File: config.mk
export PLATFORM = sky130hd
export DESIGN_NAME = multi_cycle_control_unit_flat
export DESIGN_NICKNAME = d
export VERILOG_FILES = /design/src/rtl/multi_cycle_control_unit_if.sv /design/src/rtl/multi_cycle_control_unit.sv /design/src/flat_wrapper.sv
export SDC_FILE = /design/constraint.sdc
export NUM_CORES = 1
export LEC_CHECK = 0
export ABC_AREA = 1
export CORE_ASPECT_RATIO = 1.1
export CORE_MARGIN = 2
export CORE_UTILIZATION = 28
export DETAILED_ROUTE_END_ITERATION = 8
export MAX_ROUTING_LAYER = met4
export PLACE_DENSITY_LB_ADDON = 0.15
export SYNTH_ARGS = -nofsm -noshare
export SYNTH_HDL_FRONTEND = slang
export SYNTH_SLANG_ARGS = --single-unit
File: constraint.sdc
create_clock -name clk -period 3.4 [get_ports clk]
set_input_delay 0.51 -clock clk [delete_from_list [all_inputs] [get_ports clk]]
set_output_delay 0.51 -clock clk [all_outputs]
set_load 0.03 [all_outputs]
File: src/rtl/multi_cycle_control_unit_if.sv
// Bus handshake between the control unit and a load/store slave.
interface multi_cycle_control_unit_if;
   logic busReq;
   logic busWe;
   logic busReady;
   logic busErr;

   modport master (output busReq, output busWe, output busErr, input busReady);
   modport slave  (input busReq, input busWe, input busErr, output busReady);
endinterface

File: src/rtl/multi_cycle_control_unit.sv
// Multi-cycle RV32I control FSM (R/I/L/S/B) with a bus req/ready handshake and timeout abort.
module multi_cycle_control_unit #(
   parameter int TIMEOUT = 16,
   parameter int CNT_W   = 5
) (
   input  logic                          clk,
   input  logic                          rst,
   input  logic [31:0]                   instrCode,
   multi_cycle_control_unit_if.master    bus,
   output logic                          regFileWe,
   output logic [3:0]                    aluControl,
   output logic                          aluSrcMuxSel,
   output logic                          RFWDSrcMuxSel,
   output logic                          branch,
   output logic                          pcEn,
   output logic                          illegal,
   output logic                          retire
);

   localparam logic [6:0] OP_R = 7'b0110011;
   localparam logic [6:0] OP_I = 7'b0010011;
   localparam logic [6:0] OP_L = 7'b0000011;
   localparam logic [6:0] OP_S = 7'b0100011;
   localparam logic [6:0] OP_B = 7'b1100011;
   localparam logic [CNT_W-1:0] TO_LAST = CNT_W'(TIMEOUT == 0 ? 0 : TIMEOUT - 1);

   typedef enum logic [3:0] {
      FETCH, DECODE, R_EXE, I_EXE, B_EXE, L_EXE, L_MEM, L_WB, S_EXE, S_MEM
   } state_t;

   state_t           state;
   logic [CNT_W-1:0] cnt;

   logic [6:0] opcode;
   logic [2:0] func3;
   logic       legal;
   logic       tmo;
   logic [3:0] alu_r, alu_i, alu_b;
   logic       unused_instr;

   assign opcode       = instrCode[6:0];
   assign func3        = instrCode[14:12];
   assign legal        = (opcode == OP_R) || (opcode == OP_I) || (opcode == OP_L) ||
                         (opcode == OP_S) || (opcode == OP_B);
   assign alu_r        = {instrCode[30], func3};
   assign alu_i        = {instrCode[30] & (func3 == 3'b101), func3};
   assign alu_b        = {1'b0, func3};
   assign unused_instr = ^{instrCode[31], instrCode[29:15], instrCode[11:7]};

   // Last permitted wait cycle with no ready: a simultaneous ready always wins.
   assign tmo = (TIMEOUT != 0) && (cnt == TO_LAST) && !bus.busReady;

   always_ff @(posedge clk or negedge rst) begin
      if (!rst) begin
         state <= FETCH;
         cnt   <= '0;
      end else begin
         case (state)
            FETCH:  state <= DECODE;
            DECODE: begin
               case (opcode)
                  OP_R:    state <= R_EXE;
                  OP_I:    state <= I_EXE;
                  OP_L:    state <= L_EXE;
                  OP_S:    state <= S_EXE;
                  OP_B:    state <= B_EXE;
                  default: state <= FETCH;
               endcase
            end
            L_EXE: begin
               state <= L_MEM;
               cnt   <= '0;
            end
            S_EXE: begin
               state <= S_MEM;
               cnt   <= '0;
            end
            L_MEM: begin
               if (bus.busReady)  state <= L_WB;
               else if (tmo)      state <= FETCH;
               else               cnt   <= cnt + 1'b1;
            end
            S_MEM: begin
               if (bus.busReady || tmo) state <= FETCH;
               else                     cnt   <= cnt + 1'b1;
            end
            default: state <= FETCH;
         endcase
      end
   end

   always_comb begin
      regFileWe     = 1'b0;
      aluControl    = 4'b0000;
      aluSrcMuxSel  = 1'b0;
      RFWDSrcMuxSel = 1'b0;
      branch        = 1'b0;
      pcEn          = 1'b0;
      illegal       = 1'b0;
      retire        = 1'b0;
      bus.busReq    = 1'b0;
      bus.busWe     = 1'b0;
      bus.busErr    = 1'b0;
      case (state)
         DECODE: if (!legal) begin
            illegal = 1'b1;
            pcEn    = 1'b1;
            retire  = 1'b1;
         end
         R_EXE: begin
            regFileWe  = 1'b1;
            aluControl = alu_r;
            pcEn       = 1'b1;
            retire     = 1'b1;
         end
         I_EXE: begin
            regFileWe    = 1'b1;
            aluControl   = alu_i;
            aluSrcMuxSel = 1'b1;
            pcEn         = 1'b1;
            retire       = 1'b1;
         end
         B_EXE: begin
            aluControl = alu_b;
            branch     = 1'b1;
            pcEn       = 1'b1;
            retire     = 1'b1;
         end
         L_EXE, S_EXE: aluSrcMuxSel = 1'b1;
         L_MEM: begin
            aluSrcMuxSel = 1'b1;
            bus.busReq   = 1'b1;
            bus.busErr   = tmo;
            pcEn         = tmo;
            retire       = tmo;
         end
         S_MEM: begin
            aluSrcMuxSel = 1'b1;
            bus.busReq   = 1'b1;
            bus.busWe    = 1'b1;
            bus.busErr   = tmo;
            pcEn         = bus.busReady | tmo;
            retire       = bus.busReady | tmo;
         end
         L_WB: begin
            aluSrcMuxSel  = 1'b1;
            RFWDSrcMuxSel = 1'b1;
            regFileWe     = 1'b1;
            pcEn          = 1'b1;
            retire        = 1'b1;
         end
         default: ;
      endcase
   end

endmodule
File: src/flat_wrapper.sv
// flat-port wrapper written by rule: the top's interface ports become plain ports
module multi_cycle_control_unit_flat 
#(
   parameter int TIMEOUT = 16,
   parameter int CNT_W   = 5
)
  (clk, rst, instrCode, regFileWe, aluControl, aluSrcMuxSel, RFWDSrcMuxSel, branch, pcEn, illegal, retire, bus_busReq, bus_busWe, bus_busErr, bus_busReady);
  multi_cycle_control_unit_if bus_i ();
  input  logic clk;
  input  logic rst;
  input  logic [31:0] instrCode;
  output logic regFileWe;
  output logic [3:0] aluControl;
  output logic aluSrcMuxSel;
  output logic RFWDSrcMuxSel;
  output logic branch;
  output logic pcEn;
  output logic illegal;
  output logic retire;
  output wire logic [$bits(bus_i.busReq)-1:0] bus_busReq;
  output wire logic [$bits(bus_i.busWe)-1:0] bus_busWe;
  output wire logic [$bits(bus_i.busErr)-1:0] bus_busErr;
  input wire logic [$bits(bus_i.busReady)-1:0] bus_busReady;
  assign bus_busReq = bus_i.busReq;
  assign bus_busWe = bus_i.busWe;
  assign bus_busErr = bus_i.busErr;
  assign bus_i.busReady = bus_busReady;
  multi_cycle_control_unit #(.TIMEOUT(TIMEOUT), .CNT_W(CNT_W)) u_core (.clk(clk), .rst(rst), .instrCode(instrCode), .bus(bus_i), .regFileWe(regFileWe), .aluControl(aluControl), .aluSrcMuxSel(aluSrcMuxSel), .RFWDSrcMuxSel(RFWDSrcMuxSel), .branch(branch), .pcEn(pcEn), .illegal(illegal), .retire(retire));
endmodule
Word level (Yosys, flattened, before mapping)
Index checks and enable logic that the tools add are counted.
Cells by class
  bitwise logic cells: 2
  $add $sub $neg: 1
  mux-type cells: 20
  eq/ne operators: 21
  reduce and logical (&&, ||, !) cells: 16
Operator list (count)
  4-bit one-hot mux with 6 select lines: 1
  4-bit one-hot mux with 5 select lines: 1
  4-bit by 3-bit equality test with 1-bit output, second input constant: 4
  5-bit two-way mux: 3
  5-bit one-hot mux with 3 select lines: 1
  7-bit by 6-bit equality test with 1-bit output, second input constant: 2
  4-bit two-way mux: 3
  4-bit one-hot mux with 3 select lines: 1
  1-bit two-way mux: 9
  4-bit by 2-bit equality test with 1-bit output, second input constant: 2
  4-bit equality test, second input constant: 2
  7-bit by 2-bit equality test with 1-bit output, second input constant: 1
  7-bit by 5-bit equality test with 1-bit output, second input constant: 1
  7-bit equality test, second input constant: 1
  2-bit != test, second input constant: 3
  6-bit OR reduction: 1
  5-bit by 1-bit adder with 5-bit output, second input constant: 1
  5-bit by 4-bit equality test with 1-bit output, second input constant: 1
  1-bit logical OR: 5
  4-bit by 1-bit equality test with 1-bit output, second input constant: 1
  4-bit logical NOT: 1
  1-bit one-hot mux with 4 select lines: 1
  4-bit AND reduction: 1
  2-bit OR reduction: 2
  11 further kinds: 11
Word-level totals
  register bits: 9
  output and inout port bits: 14
  logic and storage cells: 62

Logic depth before layout (Yosys ltp)
Gate-level depths: netlist of the first run.
  word-level depth: 7
  gate-level depth with buffers: 11

Least setup slack after synthesis of the first run
OpenSTA, ideal clock, no wires.
  path type: register to output
  from: reg u_core.cnt[0]
  to: out retire
  data arrival time: 1722 ps
  cell stages (with the launch flop): 12
  data required time: 2890 ps
  setup slack: 1168 ps
  cell sequence: dfrtp_1 -> ha_1 -> nand2_1 -> nor2_1 -> ha_1 -> nor2_1 -> inv_1 -> nand2_4 -> nor2_1 -> inv_1 -> nand3_2 -> buf_4
Between the ends
  cells in the longest elaborated chain, start to end: 4
Ends and longest elaborated chain
  start, declared: RTL line multi_cycle_control_unit.sv:32  | logic [CNT_W-1:0] cnt;
  start signal, assigned: RTL line multi_cycle_control_unit.sv:81  | else cnt <= cnt + 1'b1;
  start signal, assigned: RTL line multi_cycle_control_unit.sv:85  | else cnt <= cnt + 1'b1;
  5-bit by 4-bit equality test with 1-bit output (*): RTL line multi_cycle_control_unit.sv:51  | assign tmo = (TIMEOUT != 0) && (cnt == TO_LAST) && !bus.busReady;
  1-bit logical AND (*): RTL line multi_cycle_control_unit.sv:51
  1-bit bitwise OR
  1-bit one-hot mux with 4 select lines (*)
  end, declared: RTL line flat_wrapper.sv:19  | output logic retire;
Mark *: on every way between the ends. The rest lies on a longest branch, timed or not.

Final worst setup path of the first run
  from: reg u_core.cnt[1]
  to: out pcEn
Between the ends
  cells in the longest elaborated chain, start to end: 4
Ends and longest elaborated chain
  5-bit by 4-bit equality test with 1-bit output (*): RTL line multi_cycle_control_unit.sv:51
  1-bit logical AND (*): RTL line multi_cycle_control_unit.sv:51
  1-bit bitwise OR: RTL line multi_cycle_control_unit.sv:142  | pcEn = bus.busReady | tmo;
  1-bit one-hot mux with 4 select lines (*): RTL line multi_cycle_control_unit.sv:104  | case (state)
  end, declared: RTL line flat_wrapper.sv:17  | output logic pcEn;
Marked as above.

==> impl_results.md, run 1 <==
* Die Span Y at 59.1 um
* Max cap viols at 0
* GPL Wtd Cong at 0.737
* Fin. max-slew vios at 0
* Site Rows at 19
* Post-synthesis xor/xnor area fraction at 1.13%
* Cell variety after synth at 24
* Multiplexer area fraction after synthesis at 0%
* CTS tree: built
* PortBufs at 27
* Data required, critical path at 2.89 ns
* Area share of fa/ha/maj cells after synthesis at 3.24%
* Hold path startpoint: u_core.cnt[4]
* Area of the multi-input gates at 447 um2
* Fillers at 285
* Starting density of the core at 30.1%
* Metal2 WL at 846 um
* Clock-pin slew on the worst setup and hold paths at 0.06 ns
* Startpoint Class: register
* #FFs+latches synth at 9
* Worst R2R End: u_core.cnt[4]
* Via density at 4.46
* Largest net degree at the start of global routing at 10
* DR top layer: met4
* Synth Net Count at 159
* Most frequent cells in the layout: nand2_1, clkdlybuf4s50_1, inv_1
* Ports at 49
* Core area at 2570 um2
* GRT overflow at 0
* M1 WL at 835 um
* Post-synth top flop: dfrtp_1
* Largest family of logic cells by synthesized area: simple AND/OR/NAND/NOR gates
* Top cells by area, synth: dfrtp_1, nand2_1, inv_1
* Mapped Area at 772 um2
* Slew HR at 71.8%
* Fin Hold WS at 0.487 ns
* Setup Fix Bufs, Post-CTS at 0
* H-tree depth at 1
* Layout Nets at 190
* Register area share after synthesis at 29.2%
* Synth async-reset ratio at 100%
* Mean Syn Cell Area at 6.33 um2
* Most common cell after layout, fill and taps aside: nand2_1
* Clk_skew at 0.00643 ns
* Placed insts at 179
* Layout area overhead at 42.5%
* Worst slew pin tran at 0.422 ns
* CTS Sinks at 9
* RSZ-0062 raised after global routing: no
* Synth Area in Compound Gates at 5.67%
* Die ar. at 3190 um2
* Clock Tree Buf Depth at 2
* Hold Path Stages at 2
* Simple-Gate Fraction of Synth Area at 47.8%
* Final min period at 2.98 ns
* # resized after CTS at 0
* Static Leak at 0.000552 uW
* CP Max Fanout at 5
* First-pass GRT wire length at 3030 um
* Vias in the first global route at 729
* Avg WL per Cell at 9.74 um
* Latest clock arrival within the worst-skew pair at 0.27 ns
* DRC errors left at 0
* Routed wl met3 at 84 um
* Fraction of layout instances using a drive strength above 1 at 11.2%
* Initial DRC Count at 12
* Routed via count at 816
* Setup TNS at 0 ns
* Post-synth EDFFs at 0
* Maximum VDD drop at 0.000230 V
* Hold Vio Cnt, Final at 0
* Yosys top cell area share at 29.2%
* Worst Reg-to-Reg Cells at 10
* Routed WL at 1780 um
* 1st-pass router iterations at 4
* Setup violators final at 0
* Period Utilization, post-route at 87.6%
* Pwr dens at 382 nW/um2
* Post-Layout Inst Area at 1100 um2
* GRT Resource Usage Total at 13.4%
* Root buf cell: clkbuf_4
* Type of the tightest min-delay check: register to register
* Reg2reg start: u_core.cnt[0]
* Sequential cell area at 225 um2
* Post-DRT Antenna Nets at 0
* Post-DP HPWL at 1520 um
* Fmax at 336 MHz
* Hold Path Sink: u_core.cnt[4]
* Initial antenna violation count at 0
* Area leader, netlist: dfrtp_1
* Worst EP arrival at 2.47 ns
* Layout Cells excl Fill at 183
* Final Util at 42.8%
* FF-to-FF setup slack at 1.78 ns
* Critical Path End Type: output pin
* Cell count after synthesis at 122
* CTS Buf Count at 3
* Run status: finished clean
* WS Path Type: register to output pin
* Die span in x at 54.1 um
* Hold_buf cts at 0
* Ant diodes at 0
* Ys Warns at 0
* Dpl cell area at 1070 um2
[through the flow]
stage	setup slack (ns)	total power [uW]
floorplan	1.17	264
global placement	0.599	338
detailed placement	0.600	338
CTS	0.381	429
global route	0.242	451
finish	0.421	420
[cell families after synthesis]
family / count (synthesis)
and+or+nand+nor: 78
buffers and inverters: 25
adders and majority gates: 2
AOI/OAI and AO/OA: 7
xor gates and xnor gates: 1
DFF: 9
[worst max-delay path, stage by stage, from the launching register on]
cell and delay, ns:
dfrtp_1 0.40, ha_1 0.21, nand2_1 0.06, nor2_1 0.14, ha_1 0.19, nor2_1 0.05
inv_1 0.14, nand2_4 0.10, nor2_1 0.12, inv_1 0.06, nand3_2 0.07, clkdlybuf4s50_1 0.66
[how the worst max path moves through the flow]
stage / start / to / slack (ns)
finish: u_core.cnt[1] / pcEn / 0.42
global route: u_core.cnt[0] / pcEn / 0.24
CTS: u_core.cnt[0] / pcEn / 0.38
detailed placement: bus_busReady / pcEn / 0.60
global placement: bus_busReady / retire / 0.60
floorplan: u_core.cnt[0] / retire / 1.17
[cell usage after synthesis, drive strengths merged, types with 2 or more instances]
master,instances
inv,24
o211ai,2
nand2,42
dfrtp,9
a21oi,2
nor2,22
ha,2
nand4,4
nand3,8
[layout make-up]
type / count / area share [%]
multi-input combinational: 88 / 40.6
timing repair buffer: 27 / 24.6
tap: 31 / 3.53
inverter: 24 / 8.42
clock buffer: 4 / 2.39
sequential: 9 / 20.5
[where the power goes]
part	total, uW	switching [uW]	internal, uW	leakage [uW]
clock	86.2	40.8	45.4	0.0000150
sequential	126	10.5	115	0.000123
combinational	208	124	83.7	0.000414
[state kept, by name (all words and copies together) (netlist names)]
signal and cells:
u_core.cnt 5, u_core.state 4
[metal layers]
metal / up-vias / track usage [%]
li1: 438 / -
met5: - / -
met2: 17 / 20.4
met3: 2 / 3.79
met1: 359 / 17.0
met4: 0 / 4.29
(Power assumes the default switching activity.)
==> run 2, diff against run 1 <==
ABC_CLOCK_PERIOD_IN_PS = 3400   (was unset)
==> results of run 2 <==
No change in the layout: final DEF, timing and power equal those of run 1.
==> run 3, diff against run 2 <==
CORE_ASPECT_RATIO = 1.75   (was 1.1)
==> impl_results.md, run 3 (synthesized netlist as in run 1, its figures left out) <==
* Run status: finished clean
* Setup Fix Bufs, Post-CTS at 0 (unchanged)
* Routed WL at 1960 um (+9.9%)
* # resized after CTS at 0 (unchanged)
* Avg WL per Cell at 10.9 um (+12%)
* Post-DP HPWL at 1700 um (+11%)
* Initial antenna violation count at 0 (unchanged)
* Hold Vio Cnt, Final at 0 (unchanged)
* PortBufs at 27 (unchanged)
* Worst slew pin tran at 0.431 ns (+0.00903 ns)
* Ports at 49 (unchanged)
* Type of the tightest min-delay check: register to register
* Most common cell after layout, fill and taps aside: nand2_1
* Die span in x at 43.7 um (-19%)
* Setup TNS at 0 ns (unchanged)
* CTS tree: built
* Clock-pin slew on the worst setup and hold paths at 0.05 ns (about the same)
* DP Worst Slack at 0.576 ns (-0.0247 ns)
* Initial DRC Count at 10 (-2)
* CTS Buf Count at 3 (unchanged)
* Most flops, register: u_core.cnt
* Data required, critical path at 2.89 ns (about the same)
* Static Leak at 0.000563 uW (+1.9%)
* Pwr dens at 414 nW/um2 (+8.4%)
* Worst EP arrival at 2.45 ns (-0.02 ns)
* First-pass GRT wire length at 3500 um (+15%)
* Largest stage delay, worst path at 0.66 ns (about the same)
* Die Span Y at 73.5 um (+24%)
* Slew HR at 71.2% (-0.60 points)
* Dpl cell area at 1070 um2 (-0.47%)
* Final min period at 2.96 ns (-0.0183 ns)
* Fin. max-slew vios at 0 (unchanged)
* Reg2reg start: u_core.cnt[0]
* RSZ-0062 raised after global routing: no
* Critical Path End Type: output pin
* Most frequent CP cell: nor2_1
* Most frequent cells in the layout: nand2_1, clkdlybuf4s50_1, inv_1
* Hold_buf cts at 0 (unchanged)
* Largest register FFs at 5 (unchanged)
* Maximum VDD drop at 0.000217 V (-5.6%)
* WS Path Type: register to output pin
* Biggest regs: u_core.cnt: 5 flops, u_core.state: 4 flops
* Setup crit start: u_core.cnt[0]
* Startpoint Class: register
* Die ar. at 3210 um2 (+0.50%)
* Clk_skew at 0.000533 ns (-0.00590 ns)
* Site Rows at 25 (+6)
* 1st-pass router iterations at 4 (unchanged)
* Post-Layout Inst Area at 1110 um2 (+1.4%)
* Clock Tree Buf Depth at 2 (unchanged)
* CTS Sinks at 9 (unchanged)
* CP Max Fanout at 5 (unchanged)
* GRT overflow at 0 (unchanged)
* Final Util at 41.9% (-0.91 points)
* GPL Wtd Cong at 0.810 (+9.9%)
* GRT Resource Usage Total at 14.8% (+1.5 points)
* Via density at 4.65 (+4.4%)
* Fmax at 338 MHz (+0.62%)
* DRC errors left at 0 (unchanged)
* Fraction of layout instances using a drive strength above 1 at 11.8% (+0.66 points)
* Core area at 2660 um2 (+3.6%)
* Fin Hold WS at 0.471 ns (-0.0152 ns)
* Layout area overhead at 44.4%
* Root buf cell: clkbuf_8
* Worst-path cell chain: ha_1 > nand2_1 > nor2_1 > ha_1 > nor2_1 > inv_1 > nand2_4 > nor2_1 > inv_1 > nand3_2 > clkdlybuf4s50_1
* Vias in the first global route at 832 (+14%)
* Layout Nets at 190 (unchanged)
* Period Utilization, post-route at 87.1% (-0.54 points)
* H-tree depth at 1 (unchanged)
* Post-route setup slack at 0.440 ns (+0.0183 ns)
* Crit-path slowest cell: clkdlybuf4s50_1
* Setup violators final at 0 (unchanged)
* Routed via count at 833 (+2.1%)
* Starting density of the core at 29.0% (-1.0 points)
* Max cap viols at 0 (unchanged)
* Post-DRT Antenna Nets at 0 (unchanged)
* Ant diodes at 0 (unchanged)
* Largest net degree at the start of global routing at 10 (unchanged)
* Hold path startpoint: u_core.cnt[4]
* Latest clock arrival within the worst-skew pair at 0.24 ns (-0.03 ns)
-- run 3: through the flow --
| step | total power, uW | cells |
|---|---|---|
| 6_report | 462 | 179 |
| 5_1_grt | 493 | 179 |
| 4_1_cts | 472 | 179 |
| 3_5_place_dp | 341 | 175 |
| 3_3_place_gp | 339 | 175 |
| 2_1_floorplan | 264 | 122 |
-- run 3: per-layer routing --
metal  part of all wire [%]  GRT usage, %
met1                     35          13.7
met2                     60          29.2
met3                    3.7          1.47
met4                    1.7          6.06
met5                      0             -
-- run 3: worst paths after layout --
check	to	slack, ns	cells past startpoint
worst max-delay path	pcEn	0.44	11
worst min-delay path	u_core.cnt[4]	0.47	2
worst max register to register	u_core.cnt[2]	1.76	10
worst min register to register	u_core.cnt[4]	0.47	2
max in group asynchronous	u_core.state[0]	2.52	1
min in group asynchronous	u_core.cnt[3]	0.58	1
-- run 3: report_power, final --
group / internal [uW] / switching, uW / total (uW)
Clock: 80.1 / 45.7 / 126
Sequential: 116 / 10.4 / 126
Combinational: 83.8 / 126 / 210
Total: 280 / 182 / 462
-- run 3: worst max-delay path: cells and delay by family, from the launching register on --
kind	cells	cell delay, ns
buffers and inverters	3	0.89
AND/OR/NAND/NOR	6	0.52
flip-flops	1	0.41
adder cells (fa/ha/maj)	2	0.40
-- run 3: area by class of cell --
class                      count  area [um2]
clock buffer                   3        41.3
clock inverter                 1        5.00
fill                         285        1540
inverter                      24        92.6
multi-input combinational     88         447
sequential                     9         225
tap                           27        33.8
timing repair buffer          27         270
